`config.mk`:
```
export PLATFORM = sky130hd
export DESIGN_NAME = ins_loader
export DESIGN_NICKNAME = d
export VERILOG_FILES = /design/src/rtl/ins_loader.sv
export SDC_FILE = /design/constraint.sdc
export NUM_CORES = 1
export LEC_CHECK = 0
export BUFFER_PORTS_ARGS = -buffer_cell sky130_fd_sc_hd__buf_2
export CAP_MARGIN = 20
export CORE_MARGIN = 5
export CORE_UTILIZATION = 34
export CTS_CLUSTER_DIAMETER = 150
export DETAILED_ROUTE_END_ITERATION = 6
export HOLD_SLACK_MARGIN = 0.03
export PLACE_DENSITY = 0.67
export SLEW_MARGIN = 20
export SYNTH_ARGS = -nofsm -noshare
export SYNTH_HDL_FRONTEND = slang
export SYNTH_SLANG_ARGS = --single-unit
```
`constraint.sdc`:
```
create_clock -name clk -period 1.6 [get_ports clk]
set_clock_uncertainty 0.1 [all_clocks]
set_input_delay 0.08 -clock clk [delete_from_list [all_inputs] [get_ports clk]]
set_output_delay 0.08 -clock clk [all_outputs]
set_load 0.05 [all_outputs]
```
`src/rtl/ins_loader.sv`:
```
// ins_loader: packs R-type fields into sequential instruction-memory writes.
// Define INS_LOADER_VERIFY_EN to add a readback compare after each write with a sticky err flag.
module ins_loader #(
  parameter int ADDR_W = 4,
  parameter int DEPTH  = 16
) (
  input  logic              clk,
  input  logic              rst,
  input  logic              clear,
  input  logic              in_valid,
  output logic              in_ready,
  input  logic [4:0]        rs,
  input  logic [4:0]        rt,
  input  logic [4:0]        rd,
  input  logic [5:0]        funct,
  output logic              mem_we,
  output logic [ADDR_W-1:0] mem_addr,
  output logic [31:0]       mem_data,
  input  logic [31:0]       mem_rdata,
  output logic [ADDR_W:0]   count,
  output logic              full,
  output logic              err
);
  typedef enum logic [1:0] {IDLE, WRITE, VERIFY, FULL} state_e;
  state_e state_q, state_d;
  logic [ADDR_W-1:0] ptr_q;
  logic [ADDR_W:0]   count_q;
  logic [31:0]       word_q;
  logic              accept;
  assign accept = in_valid && in_ready;
  always_ff @(posedge clk) begin
    if (rst) state_q <= IDLE;
    else state_q <= state_d;
  end
  always_comb begin
    state_d = state_q;
    if (clear) state_d = IDLE;
    else begin
      unique case (state_q)
        IDLE:    state_d = accept ? WRITE : IDLE;
`ifdef INS_LOADER_VERIFY_EN
        WRITE:   state_d = VERIFY;
        VERIFY:  state_d = (count_q == (ADDR_W+1)'(DEPTH)) ? FULL : IDLE;
`else
        WRITE:   state_d = (count_q + (ADDR_W+1)'(1) == (ADDR_W+1)'(DEPTH)) ? FULL : IDLE;
`endif
        default: state_d = FULL;
      endcase
    end
  end
  // clear blocks acceptance combinationally so a restart never races a new handshake
  always_comb begin
    in_ready = (state_q == IDLE) && !clear;
    mem_we   = state_q == WRITE;
    mem_addr = (state_q == VERIFY) ? ptr_q - ADDR_W'(1) : ptr_q;
    full     = state_q == FULL;
  end
  always_ff @(posedge clk) begin
    if (rst) begin
      ptr_q   <= '0;
      count_q <= '0;
      word_q  <= '0;
    end else begin
      if (accept) word_q <= {6'b000000, rs, rt, rd, 5'b00000, funct};
      if (clear) begin
        ptr_q   <= '0;
        count_q <= '0;
      end else if (mem_we) begin
        ptr_q   <= ptr_q + ADDR_W'(1);
        count_q <= count_q + (ADDR_W+1)'(1);
      end
    end
  end
  assign mem_data = word_q;
  assign count    = count_q;
`ifdef INS_LOADER_VERIFY_EN
  logic err_q;
  always_ff @(posedge clk) begin
    if (rst) err_q <= 1'b0;
    else if (state_q == VERIFY && mem_rdata != word_q) err_q <= 1'b1;
  end
  assign err = err_q;
`else
  logic unused_rdata;
  assign unused_rdata = ^mem_rdata;
  assign err = 1'b0;
`endif
endmodule
```
======== After elaboration in Yosys (flattened, before gate mapping) ========
Cells that the tools add are included.
word-level totals
  word-level logic and storage cells ...... 20
  input bits .............................. 57
  bits in registers ....................... 32
  output and inout port bits .............. 45
cells by class
  muxes and demuxes ....................... 4
  equality and inequality tests ........... 4
  add/sub/neg operators ................... 3
  reduce and logical (&&, ||, !) cells .... 5
operator list
  kind                   count
  $add A5 B1 Y5 const B  1
  $eq A5 B5 Y1 const B   1
  $add A4 B1 Y4 const B  1
  $eq A2 B2 Y1 const B   2
  $mux W4                1
  $pmux W2 S2            1
  $sub A4 B1 Y4 const B  1
  $eq A2 B1 Y1 const B   1
  $logic_and A1 B1 Y1    2
  $logic_not A2 Y1       1
  $mux W2                1
  $reduce_or A2 Y1       1
  $logic_not A1 Y1       1
  $mux W1                1

======== Logic depth before layout (Yosys ltp) ========
  depth after elaboration ................. 5
  mapped depth ............................ 5
  depth with buffers taken out ............ 4

======== Least setup slack after synthesis ========
OpenSTA, ideal clock, no wires.
  path type ............................... flip-flop to output port
  start point ............................. register ptr_q[0]
  end point ............................... output port mem_addr[1]
  setup slack ............................. -450 ps
  path buffers ............................ 0
  data required time ...................... 1420 ps
  arrival ................................. 1870 ps
  cell stages (with the launch flop) ...... 4
  cells stage by stage .................... dfxtp_1 -> inv_1 -> ha_1 -> o21ai_0
between the ends
  cells in the longest elaborated chain, start to end .. 2
ends and longest elaborated chain
  what                    RTL line  RTL
  start, declared         26        logic [ADDR_W-1:0] ptr_q;
  start signal, assigned  69        ptr_q <= ptr_q + ADDR_W'(1);
  $sub A4 B1 Y4           55        mem_addr = (state_q == VERIFY) ? ptr_q - ADDR_W'(1) : ptr_q;
  $mux W4                 55
  end, declared           17        output logic [ADDR_W-1:0] mem_addr,
Every way passes these cells.

======== Final worst setup path ========
  start point ............................. register state_q[0]
  end point ............................... output port mem_addr[3]
between the ends
  cells in the longest elaborated chain, start to end .. 2
ends and longest elaborated chain
  what                    RTL line  RTL
  start, declared         25        state_e state_q, state_d;
  start signal, assigned  33        else state_q <= state_d;
  $eq A2 B2 Y1            55
  $mux W4                 55
Every way passes these cells.

==> impl_metrics.json <==
{
  "outcome": "finished with violations",
  "violations_in_the_final_reports": "negative setup slack",
  "area.growth.synth_to_final_pct": 46.0,
  "number_of_global_route_vias_before_repair": 1308,
  "core-area_um2": 4030,
  "ctsRootBufferMaster": "sky130_fd_sc_hd__clkbuf_8",
  "area_of_the_mapped_netlist_um2": 1430,
  "critical_path.max_fanout": 7,
  "cpLargestDelayFamily": "flip-flops",
  "power.switching_fraction": 0.268,
  "total_clock_sinks": 32,
  "mean_syn_cell_area_um2": 8.17,
  "yosys_register_bits": 32,
  "report.final.slew_viol_count": 0,
  "post-route-min-period_ns": 1.61,
  "ios": 102,
  "grt.overflow.total": 0,
  "max_cap_violations": 0,
  "pre_cts_slack_ns": 0.115,
  "final_core_util": 0.518,
  "cts_tree": "yes",
  "vias_per_cell": 4.49,
  "insertion_delay_ns": 0.28,
  "power.leakage_nw": 0.961,
  "postRouteAntennaNets": 0,
  "fmax_ghz": 0.621,
  "number_of_antenna_violations_at_the_first_check_in_global_routing": 0,
  "timing.setup.critical_path_class": "reg -> out",
  "timing.final.hold_violations": 0,
  "drt_wl_total_um": 3650,
  "crit_path_cell_trace": "nand2b_1, nor4_1, buf_4, xor2_2, buf_6",
  "final_critical_path_setup_slack_ns": -0.00959,
  "die-height_um": 74.9,
  "clock_power_share": 0.416,
  "cts.reportedPaths.clkPinSlew_ns": 0.06,
  "start_kind": "flip-flop",
  "synth_largest_area_cell": "sky130_fd_sc_hd__dfxtp_1",
  "wire_per_inst_um": 11.9,
  "worst_setup_path_startpoint": "state_q[0]",
  "htree_depth": 2,
  "starting_density": 0.355,
  "fp-row-count": 23,
  "buffers_inserted_by_post_cts_timing_repair": 0,
  "timing.final.crit_share": 1.01,
  "antenna-diode-count": 0,
  "critical_path.n_buffers_inverters": 2,
  "die_area_um2": 5600,
  "grtUsageTotal": 0.130,
  "ir_drop_mv": 0.431,
  "worst-endpoint-required_ns": 1.42,
  "synth.area.top_cells": "sky130_fd_sc_hd__dfxtp_1 45%, sky130_fd_sc_hd__nand2_1 13%, sky130_fd_sc_hd__a21oi_1 9.8%",
  "hpwl_um": 2450,
  "syn-instance-count": 175,
  "intPower_mw": 1.47,
  "timing.critical_path.arrival_ns": 1.43,
  "setup.worst_path.end_class": "primary output",
  "ys_warn_count": 0,
  "hold_path.startpoint": "clear",
  "reg2reg_slack_ns": 0.13,
  "gp_congestion": 0.761,
  "timing.final.setup_violations": 1,
  "cts-buffers-inserted": 5,
  "floorplan.die.width_um": 74.9,
  "grt_start_max_net_pins": 25,
  "grt_pass1_wl_um": 5550,
  "first_pass_iters": 4,
  "critical_path.slowest_cell": "sky130_fd_sc_hd__dfxtp_2",
  "buffer_ports.inserted": 57,
  "critical-path-max-stage-delay_ns": 0.35,
  "switching_power_uw": 539,
  "drt_first_iter_violations": 36,
  "power.share.sequential": 0.416,
  "comb_power_share": 0.169,
  "synth-seq-area-share": 0.448,
  "setup_repair_after_global_routing_missed_its_margin": "yes",
  "cts.path.max_buffers": 2,
  "power.density_cell_area_nw_per_um2": 963,
  "num_vias": 1377,
  "r2r_start": "state_q[0]",
  "drc": 0,
  "fin_hold_ws_ns": 0.0996,
  "finalNetCount": 316,
  "drive_gt1_frac": 0.315,
  "finalSetupTns_ns": -0.00959,
  "synth_cell_types": 29,
  "synth_top_area_frac": 0.448,
  "hp-class": "in -> reg"
}
metal layers:
metal / part of all wire / vias to the layer above / track usage
met1: 0.41 / 615 / 0.134
met2: 0.50 / 51 / 0.242
li1: - / 709 / -
met5: 0 / - / 0
met3: 0.080 / 2 / 0.0427
met4: 0.0068 / 0 / 0.0474
state kept, by name, indices dropped and copies added (netlist names):
name	cells
state_q	2
count	5
ptr_q	4
mem_data	21
placed cells by master, fill, tap and decap left out, types with 2 or more instances in the layout:
cell and n:
sky130_fd_sc_hd__buf_4 8, sky130_fd_sc_hd__clkbuf_8 7, sky130_fd_sc_hd__nand3b_1 3, sky130_fd_sc_hd__nor2_1 4, sky130_fd_sc_hd__nand2_1 51, sky130_fd_sc_hd__xnor2_1 2, sky130_fd_sc_hd__o21ai_1 5, sky130_fd_sc_hd__xor2_1 2
sky130_fd_sc_hd__inv_1 2, sky130_fd_sc_hd__conb_1 12, sky130_fd_sc_hd__or3_1 3, sky130_fd_sc_hd__nand3_1 2, sky130_fd_sc_hd__nand4_1 2, sky130_fd_sc_hd__ha_1 3, sky130_fd_sc_hd__a21oi_1 28, sky130_fd_sc_hd__dlygate4sd3_1 21
sky130_fd_sc_hd__nand2b_1 2, sky130_fd_sc_hd__buf_2 53, sky130_fd_sc_hd__dfxtp_2 3, sky130_fd_sc_hd__dfxtp_1 29
cell families (layout without fill, tap and decap cells):
logic type / count (synthesis) / count (layout) / share of synthesized area
AND/OR/NAND/NOR: 74 / 74 / 0.248
other: 1 / 12 / 0.00262
XOR/XNOR: 6 / 6 / 0.0368
buffers and inverters: 24 / 95 / 0.113
adder cells (fa/ha/maj): 3 / 3 / 0.0262
multiplexers: 1 / 1 / 0.00700
flip-flops: 32 / 32 / 0.448
AO/OA/AOI/OAI: 34 / 34 / 0.119
Yosys cell counts:
cell,count
sky130_fd_sc_hd__clkbuf_1,3
sky130_fd_sc_hd__xnor2_1,3
sky130_fd_sc_hd__nor4_1,1
sky130_fd_sc_hd__nand2_1,51
sky130_fd_sc_hd__a21oi_1,28
sky130_fd_sc_hd__or4b_4,1
sky130_fd_sc_hd__nor3_1,1
sky130_fd_sc_hd__or2_2,1
sky130_fd_sc_hd__nand4_1,2
sky130_fd_sc_hd__mux2i_1,1
sky130_fd_sc_hd__nand3b_1,3
sky130_fd_sc_hd__nor4b_4,1
sky130_fd_sc_hd__and4b_1,1
sky130_fd_sc_hd__nor2_1,4
sky130_fd_sc_hd__or3_1,3
sky130_fd_sc_hd__xor2_1,3
sky130_fd_sc_hd__ha_1,3
sky130_fd_sc_hd__inv_2,1
sky130_fd_sc_hd__buf_4,12
sky130_fd_sc_hd__conb_1,1
sky130_fd_sc_hd__dfxtp_1,32
sky130_fd_sc_hd__and2_1,1
sky130_fd_sc_hd__o21ai_1,4
sky130_fd_sc_hd__inv_1,2
sky130_fd_sc_hd__nand3_1,2
sky130_fd_sc_hd__nand2b_1,2
sky130_fd_sc_hd__o21ai_0,2
sky130_fd_sc_hd__buf_6,3
sky130_fd_sc_hd__buf_2,3
worst register-to-register path: stages, from the launching register on:
cell,delay [ns]
sky130_fd_sc_hd__dfxtp_2,0.35
sky130_fd_sc_hd__or4b_4,0.69
sky130_fd_sc_hd__nand2_1,0.13
sky130_fd_sc_hd__a21oi_1,0.07
per-stage QoR:
step,instances,total power [mW],cell area (um2)
2_1_floorplan,186,1.10,1490
3_3_place_gp,278,1.15,1730
3_5_place_dp,278,1.15,1730
4_1_cts,307,2.04,2090
5_1_grt,307,2.09,2090
6_report,307,2.01,2090
area by class of cell:
| class | count | area, um2 |
|---|---|---|
| flip-flops and latches | 32 | 644 |
| repair buffers | 84 | 554 |
| clock inverters | 1 | 30.0 |
| well taps | 50 | 62.6 |
| inverters | 3 | 11.3 |
| multi-input cells | 130 | 689 |
| clock buffers | 7 | 96.3 |
| fillers | 401 | 1940 |
power by group through the flow:
stage / combinational (mW) / sequential (mW) / clock, mW
after global placement: 0.297 / 0.852 / 0
after global routing: 0.362 / 0.838 / 0.893
final: 0.339 / 0.836 / 0.836
after floorplan: 0.163 / 0.940 / 0
after detailed placement: 0.298 / 0.853 / 0
after CTS: 0.338 / 0.835 / 0.863
path summary, 6_finish.rpt:
check                 end  cells after the start
min              count[4]                      3
max           mem_addr[3]                      5
max reg2reg  mem_data[17]                      3
min reg2reg  mem_data[24]                      2
what timing repair did:
action,in CTS,in global routing
gates resized for setup,7,1
endpoints found under the setup margin,5,4
hold buffers,21,0
hold endpoints to repair,21,0
cloned,0,0
Power figures use the tool's default switching activity.
